File: src/rtl/rgb_csc_pkg.sv
// Shared encodings and Q8 coefficients for the RGB colour-space converter.
package rgb_csc_pkg;

    typedef enum logic [1:0] {
        MODE_GRAY = 2'd0,
        MODE_YCC  = 2'd1,
        MODE_BYP  = 2'd2,
        MODE_RSV  = 2'd3
    } mode_e;

    localparam int unsigned FRAC_BITS = 8;
    localparam int          RND       = 128;

    // BT.601 full-range coefficients in Q8
    localparam int COEF_YR  = 77;
    localparam int COEF_YG  = 150;
    localparam int COEF_YB  = 29;
    localparam int COEF_CBR = -43;
    localparam int COEF_CBG = -85;
    localparam int COEF_CBB = 128;
    localparam int COEF_CRR = 128;
    localparam int COEF_CRG = -107;
    localparam int COEF_CRB = -21;

endpackage

File: src/rtl/rgb_csc_mac.sv
// One pipelined dot product: products (S1), rounded sum (S2), then
// shift/offset/clamp presented combinationally for the caller's S3 register.
module rgb_csc_mac
    import rgb_csc_pkg::*;
#(
    parameter int unsigned PIX_W = 8,
    parameter int          K0    = 0,
    parameter int          K1    = 0,
    parameter int          K2    = 0,
    parameter int unsigned OFS   = 0
) (
    input  logic             clk,
    input  logic             rst_n,
    input  logic             en,
    input  logic [PIX_W-1:0] x0,
    input  logic [PIX_W-1:0] x1,
    input  logic [PIX_W-1:0] x2,
    output logic [PIX_W-1:0] res_c
);

    localparam int unsigned AW = PIX_W + 10;

    localparam logic signed [AW-1:0] C0    = AW'(K0);
    localparam logic signed [AW-1:0] C1    = AW'(K1);
    localparam logic signed [AW-1:0] C2    = AW'(K2);
    localparam logic signed [AW-1:0] RND_S = AW'(RND);
    localparam logic signed [AW-1:0] OFS_S = AW'(OFS);
    localparam logic signed [AW-1:0] MAX_S = AW'(2 ** PIX_W - 1);

    logic signed [AW-1:0] sx0, sx1, sx2;
    logic signed [AW-1:0] p0, p1, p2;
    logic signed [AW-1:0] sum;
    logic signed [AW-1:0] shr_c;
    logic signed [AW-1:0] ofs_c;

    // Components are unsigned; zero-extend before signed multiply
    assign sx0 = signed'(AW'(x0));
    assign sx1 = signed'(AW'(x1));
    assign sx2 = signed'(AW'(x2));

    // S1: three signed products
    always_ff @(posedge clk or negedge rst_n) begin
        if (!rst_n) begin
            p0 <= '0;
            p1 <= '0;
            p2 <= '0;
        end else if (en) begin
            p0 <= sx0 * C0;
            p1 <= sx1 * C1;
            p2 <= sx2 * C2;
        end
    end

    // S2: sum plus rounding constant
    always_ff @(posedge clk or negedge rst_n) begin
        if (!rst_n) begin
            sum <= '0;
        end else if (en) begin
            sum <= p0 + p1 + p2 + RND_S;
        end
    end

    // S3 combinational part: floor shift, offset, clamp to the pixel range
    always_comb begin
        shr_c = sum >>> FRAC_BITS;
        ofs_c = shr_c + OFS_S;
        res_c = ofs_c[PIX_W-1:0];
        if (ofs_c[AW-1]) begin
            res_c = '0;
        end else if (ofs_c > MAX_S) begin
            res_c = '1;
        end
    end

endmodule

File: src/rtl/rgb_csc_pipe.sv
// Three-stage RGB converter: gray / YCbCr / bypass with per-frame mode
// latch, pixel counter, last-pixel tag and global-enable backpressure.
module rgb_csc_pipe
    import rgb_csc_pkg::*;
#(
    parameter int unsigned PIX_W     = 8,
    parameter int unsigned FRAME_PIX = 250000
) (
    input  logic                         clk,
    input  logic                         rst_n,
    input  logic [1:0]                   mode,
    input  logic                         in_valid,
    output logic                         in_ready,
    input  logic [PIX_W-1:0]             r,
    input  logic [PIX_W-1:0]             g,
    input  logic [PIX_W-1:0]             b,
    output logic                         out_valid,
    input  logic                         out_ready,
    output logic [3*PIX_W-1:0]           out_data,
    output logic                         out_last,
    output logic [$clog2(FRAME_PIX)-1:0] pix_cnt
);

    localparam int unsigned CNT_W = $clog2(FRAME_PIX);
    localparam int unsigned DW    = 3 * PIX_W;
    localparam int unsigned OFS   = 2 ** (PIX_W - 1);

    logic          en_c, acc_c, first_c, last_c;
    mode_e         mode_q, cur_mode_c;
    logic          v1, v2, l1, l2;
    mode_e         m1, m2;
    logic [DW-1:0] rgb1, rgb2;
    logic [PIX_W-1:0] y_c, cb_c, cr_c;
    logic [DW-1:0] mux_c;

    // Whole pipeline advances together unless the output is blocked
    assign en_c       = !out_valid || out_ready;
    assign in_ready   = en_c;
    assign acc_c      = in_valid && en_c;
    assign first_c    = (pix_cnt == '0);
    assign last_c     = (pix_cnt == CNT_W'(FRAME_PIX - 1));
    assign cur_mode_c = first_c ? mode_e'(mode) : mode_q;

    // Pixel counter and per-frame mode latch
    always_ff @(posedge clk or negedge rst_n) begin
        if (!rst_n) begin
            pix_cnt <= '0;
            mode_q  <= MODE_GRAY;
        end else if (acc_c) begin
            pix_cnt <= last_c ? '0 : pix_cnt + CNT_W'(1);
            if (first_c) begin
                mode_q <= mode_e'(mode);
            end
        end
    end

    // Side-band pipeline: valid, mode, last tag and raw pixel for bypass
    always_ff @(posedge clk or negedge rst_n) begin
        if (!rst_n) begin
            v1   <= 1'b0;
            v2   <= 1'b0;
            l1   <= 1'b0;
            l2   <= 1'b0;
            m1   <= MODE_GRAY;
            m2   <= MODE_GRAY;
            rgb1 <= '0;
            rgb2 <= '0;
        end else if (en_c) begin
            v1   <= acc_c;
            l1   <= acc_c && last_c;
            m1   <= cur_mode_c;
            rgb1 <= {r, g, b};
            v2   <= v1;
            l2   <= l1;
            m2   <= m1;
            rgb2 <= rgb1;
        end
    end

    rgb_csc_mac #(.PIX_W(PIX_W), .K0(COEF_YR), .K1(COEF_YG), .K2(COEF_YB), .OFS(0)) u_mac_y (
        .clk(clk), .rst_n(rst_n), .en(en_c), .x0(r), .x1(g), .x2(b), .res_c(y_c)
    );

    rgb_csc_mac #(.PIX_W(PIX_W), .K0(COEF_CBR), .K1(COEF_CBG), .K2(COEF_CBB), .OFS(OFS)) u_mac_cb (
        .clk(clk), .rst_n(rst_n), .en(en_c), .x0(r), .x1(g), .x2(b), .res_c(cb_c)
    );

    rgb_csc_mac #(.PIX_W(PIX_W), .K0(COEF_CRR), .K1(COEF_CRG), .K2(COEF_CRB), .OFS(OFS)) u_mac_cr (
        .clk(clk), .rst_n(rst_n), .en(en_c), .x0(r), .x1(g), .x2(b), .res_c(cr_c)
    );

    // Output selection by the mode that travelled with the pixel
    always_comb begin
        mux_c = rgb2;
        case (m2)
            MODE_GRAY: mux_c = {y_c, y_c, y_c};
            MODE_YCC:  mux_c = {y_c, cb_c, cr_c};
            default:   mux_c = rgb2;
        endcase
    end

    // S3 output register; held while stalled
    always_ff @(posedge clk or negedge rst_n) begin
        if (!rst_n) begin
            out_valid <= 1'b0;
            out_last  <= 1'b0;
            out_data  <= '0;
        end else if (en_c) begin
            out_valid <= v2;
            out_last  <= l2;
            if (v2) begin
                out_data <= mux_c;
            end
        end
    end

endmodule

File: config.mk
export PLATFORM = sky130hd
export DESIGN_NAME = rgb_csc_pipe
export DESIGN_NICKNAME = d
export VERILOG_FILES = /design/src/rtl/rgb_csc_pkg.sv /design/src/rtl/rgb_csc_mac.sv /design/src/rtl/rgb_csc_pipe.sv
export SDC_FILE = /design/constraint.sdc
export NUM_CORES = 1
export LEC_CHECK = 0
export ABC_AREA = 0
export CAP_MARGIN = 20
export CORE_AREA = 2 2 196 198
export CTS_CLUSTER_SIZE = 12
export DETAILED_ROUTE_END_ITERATION = 10
export DIE_AREA = 0 0 198 200
export GPL_TIMING_DRIVEN = 0
export PLACE_DENSITY = 0.78
export RECOVER_POWER = 100
export SLEW_MARGIN = 10
export SYNTH_ARGS = -nofsm -noshare
export SYNTH_HDL_FRONTEND = slang
export SYNTH_HIERARCHICAL = 1
export SYNTH_SLANG_ARGS = --single-unit
export TNS_END_PERCENT = 5
File: constraint.sdc
create_clock -name clk -period 3 [get_ports clk]
set_input_delay 0.6 -clock clk [delete_from_list [all_inputs] [get_ports clk]]
set_output_delay 0.6 -clock clk [all_outputs]
set_load 0.1 [all_outputs]
# Word level (Yosys, flattened, before mapping)
# Index checks and enable logic that the tools add are counted.
[totals]
ff_bits = 297
out_inout_bits = 45
[op_classes]
n_addsub = 12
multipliers = 7
order_cmp = 3
eq_ne = 2
mux = 9
n_reduce_logical = 7
[ops]
columns = ["op", "count"]
rows = [
  ["18-bit adder", 4],
  ["18-bit by 9-bit adder with 18-bit output (second input constant)", 3],
  ["8-bit two-way mux", 6],
  ["24-bit one-hot mux with 2 select lines", 1],
  ["18-bit by 9-bit greater-than comparator with 1-bit output (second input constant)", 2],
  ["9-bit by 8-bit multiplier with 17-bit output (second input constant)", 2],
  ["8-bit by 7-bit multiplier with 15-bit output (second input constant)", 2],
  ["10-bit by 9-bit adder with 11-bit output (second input constant)", 2],
  ["16-bit by 18-bit adder with 18-bit output", 1],
  ["18-bit by 1-bit adder with 18-bit output (second input constant)", 1],
  ["18-bit by 16-bit adder with 18-bit output", 1],
  ["18-bit == test (second input constant)", 1],
  ["18-bit zero test", 1],
  ["18-bit two-way mux", 1],
  ["9-bit by 7-bit multiplier with 16-bit output (second input constant)", 1],
  ["9-bit by 6-bit multiplier with 15-bit output (second input constant)", 1],
  ["8-bit by 5-bit multiplier with 13-bit output (second input constant)", 1],
  ["10-bit by 9-bit greater-than comparator with 1-bit output (second input constant)", 1],
  ["2-bit by 1-bit == test with 1-bit output (second input constant)", 1],
  ["1-bit logical AND", 2],
  ["2-bit zero test", 1],
  ["2-bit two-way mux", 1],
  ["2-bit AND reduction", 1],
  ["1-bit zero test", 1],
  ["1-bit logical OR", 1],
]

# Depth between registers and ports, before layout
[depth]
ltp_word = 5
ltp_mapped = 15
ltp_nobuf = 15

# By module
# The synthesis kept the hierarchy.
[modules_own_cells]
columns = ["module", "instances", "cells_per_inst", "area_per_inst_um2", "seq_area_each_um2"]
rows = [
  ["rgb_csc_mac at u_mac_y", 1, 666, 6162.2, 1326.3],
  ["rgb_csc_mac at u_mac_cb", 1, 566, 5642.9, 1276.2],
  ["rgb_csc_mac at u_mac_cr", 1, 496, 5177.5, 1251.2],
  ["rgb_csc_pipe", 1, 494, 4474.3, 2552.4],
]

# Least setup slack after synthesis
# No wires, ideal clock.
[synth_path]
path_type = "input to register"
start = "in g[3]"
end = "reg u_mac_cb.p1[16]"
arrival_time_ns = 4.243
required_ns = 2.918
slack_ns = -1.325
cell_stages = 14
n_path_buf = 0
path_cell_list = "ha_1 ha_1 ha_1 inv_1 fa_1 inv_1 ha_1 fa_1 a21o_1 a211o_1 a2111oi_4 nor4_1 or4_1 a31oi_1"
[synth_via]
elab_chain_len = 1
[synth_rtl]
columns = ["element", "line", "text"]
rows = [
  ["start: declaration", "rgb_csc_pipe.sv:15", "input logic [PIX_W-1:0] g,"],
  ["9-bit by 8-bit multiplier with 17-bit output", "rgb_csc_mac.sv:49", "p1 <= sx1 * C1;"],
  ["end signal: assignment", "rgb_csc_mac.sv:49", ""],
  ["end: declaration", "rgb_csc_mac.sv:31", "logic signed [AW-1:0] p0, p1, p2;"],
]
# No other way between the ends.
# A chain may end at the register's enable or synchronous reset.

# Worst setup path in the final report
[layout_path]
start = "in g[4]"
end = "reg u_mac_cb.p1[16]"
# The elaborated chain is that of the path after synthesis.

==> run_results.csv <==
group,metric,value,unit
detailed_routing,route.vias.total,17100,
timing,worst_slack,-0.896,ns
layout,fin_nets,2862,
global_route,grt_antenna_before_repair,0,
yosys,synth.distinct_cells,79,
clock_tree,cts.path.max_buffers,3,
critical_path,cpPeakStageDelay,0.55,ns
critical_path,crit_chain,"buf_12, buf_12, buf_4, ha_4, inv_2, ha_4, fa_1, inv_2, fa_1, inv_2, ha_4, a211o_1, a2111oi_4, nor4_2, or4_1, a31oi_1",
timing,hold_viol_final,0,
global_route,grt_max_degree,111,
detailed_routing,dr.first_iter.drc_count,957,
global_route,overflow,0,
yosys,synth-seq-cells,256,
critical_path,r2r_cells,9,
clock_tree,cts_tree,"built",
place,dp_hpwl,40.8,mm
timing,period_needed,3.90,ns
global_route,grt_pass1_wl,89.8,mm
yosys,synth_edf_count,0,
yosys,syn_inst,2222,
timing,setup_viol_count_final,113,
yosys,syn-cell-area,0.0215,mm2
floorplan,io_pins,75,
yosys,synth_seq_area_share,29.9,%
layout,fin_area,0.0252,mm2
outcome,violations,"max-capacitance violations, max-slew violations, negative setup slack",
layout,drive_gt1_share,13.4,%
global_route,grt_pass1_vias,17500,
critical_path,cp_slowest_cell,"fa_1",
critical_path,critPathCaptureType,"register",
layout,final_common_cell,"ha_1",
floorplan,initial_core_util,57.4,%
critical_path,setup.worst_path.class,"input port to register",
min_path,holdCritStartpoint,"b[4]",
global_route,track_usage,28.7,%
clock_tree,cts_buffers,30,
pwr,powerDensity,1170,mW/mm2
timing,slew_violations,75,
critical_path,cp-start-kind,"input port",
critical_path,crit_family,"adder cells",
min_path,min_path_type,"input port to register",
critical_path,rr_endpoint,"u_mac_y/p0[7]",
critical_path,cp.buffers_inverters,6,
layout,layout_common_cells,"ha_1 (327), inv_1 (278), nand2_1 (268), dfrtp_1 (256), nor2_1 (115)",
yosys,ys.flop_type,"dfrtp_1",
timing,finalSetupTns,-32.46,ns
place,place_inst,2811,
clock_tree,clock_latency,0.58,ns
place,io_buffers,74,
timing,worstMarginPinSlew,1.93,ns
critical_path,r2r_slack,-0.29,ns
clock_tree,cts-root-buf,"clkbuf_16",
critical_path,cp.required,3.49,ns
outcome,status,"complete, but fails checks",
pwr,total_power,29.4,mW
yosys,avgSynthCellArea,9.66,um2
floorplan,die_area,0.0396,mm2
layout,areaGrowthSynthToFinish,17.3,%
job,maxCapViolCount,1,
timing,clock.fmax,257,MHz
critical_path,crit_fanout,4,
clock_tree,clk_pin_slew,0.06,ns
yosys,syn-num-nets,2727,
yosys,yosysWarnings,6,
timing,fin_worst_hold_slack,0.296,ns
clock_tree,cts.sinks,256,
pwr,p_leak,12.5,nW
detailed_routing,ant_nets,0,
pwr,ir_drop,0.777,mV
floorplan,die_w,198,um
detailed_routing,drtPass1Iterations,5,
floorplan,rows,71,
place,placed_cell_area,0.0232,mm2
min_path,holdPathStages,3,
timing,post-route-period-util,130,%
timing,grt_setup_unrepaired,"true",
yosys,async_flop_share,100,%
timing,finalClockSkew,0.0190,ns
detailed_routing,vias_per_cell,5.92,
critical_path,critPathArrivalTime,4.39,ns
clock_tree,cts.htree.levels,1,
layout,n_antenna_cell,0,
floorplan,core_area,0.0374,mm2
critical_path,r2r_start,"out_valid",
detailed_routing,routed_wl,56.0,mm
place,place_congestion,0.887,
layout,fin_cells,2889,
detailed_routing,drt-wirelength-per-cell,19.4,um
timing,relSlewSlack,-28.7,%
detailed_routing,drc,0,
min_path,min_to,"rgb1[4]",
floorplan,fp.dieH,200,um
## Yosys cell counts (17+ instances only)
master    count  area (um2)
ha_1        376        4700
inv_1       292        1100
nand2_1     269        1010
dfrtp_1     256        6410
nor2_1      117         439
fa_1         99        1980
a21oi_1      92         460
o21ai_0      77         385
mux2_2       71         800
clkbuf_1     45         169
xnor2_1      37         324
mux2i_1      33         330
nand3_1      33         165
nor3_1       31         155
a21o_1       30         225
or3_1        22         138
a211oi_1     21         158
o21a_1       20         150
xor2_1       20         175
o31ai_1      19         143
o211ai_1     17         128
## report_power, final
group / internal, mW / switching [mW]
registers: 4.86 / 0.921
clock network: 2.31 / 1.52
logic: 8.13 / 11.7
total: 15.3 / 14.1
## metrics by stage
| step | utilization (%) | setup WS [ns] |
|---|---|---|
| 5_1_grt | 67.3 | -1.01 |
| 4_1_cts | 66.1 | -0.908 |
| 3_3_place_gp | 61.8 | -9.47 |
| 2_1_floorplan | - | -0.974 |
| 3_5_place_dp | 62.0 | -2.70 |
| 6_report | 67.3 | -0.896 |
## registers in the layout, summed over array words and instances (netlist names), 10 cells and up
| signal | cells |
|---|---|
| rgb1 | 24 |
| pix_cnt | 18 |
| u_mac_cr/sum | 10 |
| u_mac_cb/sum | 10 |
| u_mac_y/p1 | 15 |
| u_mac_cr/p2 | 15 |
| u_mac_cb/p0 | 16 |
| u_mac_cb/p1 | 17 |
| u_mac_y/p0 | 15 |
| u_mac_cr/p1 | 17 |
| rgb2 | 24 |
| u_mac_y/p2 | 13 |
| out_data | 24 |
| u_mac_y/sum | 10 |
## worst max path at each step
stage               start         endpoint  slack [ns]  cells after the start
global route         g[2]  u_mac_cb/p1[16]       -1.01                     15
finish               g[4]  u_mac_cb/p1[16]       -0.90                     16
detailed placement   g[3]  u_mac_cb/p1[16]       -2.70                     15
floorplan            g[1]  u_mac_cb/p1[16]       -0.97                     13
CTS                  g[4]  u_mac_cb/p1[16]       -0.91                     16
global placement    rst_n   u_mac_cb/p1[3]       -9.47                      1
## metal layers
| layer | GRT usage [%] | part of all wire (%) | vias to the layer above |
|---|---|---|---|
| met5 | 0 | 0 | - |
| met4 | 10.8 | 4.1 | 0 |
| met3 | 3.01 | 5.0 | 154 |
| met2 | 49.5 | 48 | 542 |
| met1 | 37.5 | 43 | 8452 |
| li1 | - | - | 7960 |
## cell families (layout without fill, tap and decap cells)
logic type / count (synthesis) / in the layout / synth area share [%]
mux: 104 / 104 / 5.27
flops: 256 / 256 / 29.9
buf+inv: 354 / 510 / 6.34
xor+xnor: 57 / 57 / 2.33
fa+ha+maj: 475 / 475 / 31.2
compound gates: 385 / 385 / 12.2
simple gates: 591 / 591 / 12.8
## worst register-to-register path, stage by stage (launching register included)
cell      delay (ns)
dfrtp_1         0.37
nor2b_1         0.13
clkbuf_1        0.20
inv_1           0.34
clkbuf_2        0.54
clkbuf_1        0.39
clkbuf_4        0.34
clkbuf_1        0.47
o211ai_1        0.23
o22ai_1         0.19
## layout make-up
cell class                      instances  area (um2)
Clock inverter                         10         156
Clock buffer                           43         890
Timing Repair Buffer                  103        1160
Fill cell                            2791       12200
Tap cell                              511         639
Buffer                                 60         259
Multi-Input combinational cell       1612       14500
Inverter                              294        1120
Sequential cell                       256        6410
## what timing repair did
item,CTS,global route
gates resized for setup,185,120
hold endpoints to repair,13,0
buffers inserted,15,9
setup endpoints to repair,111,91
hold buffers,1,0
pin swaps,37,39
Note: power is estimated with default switching activity, not from simulation.
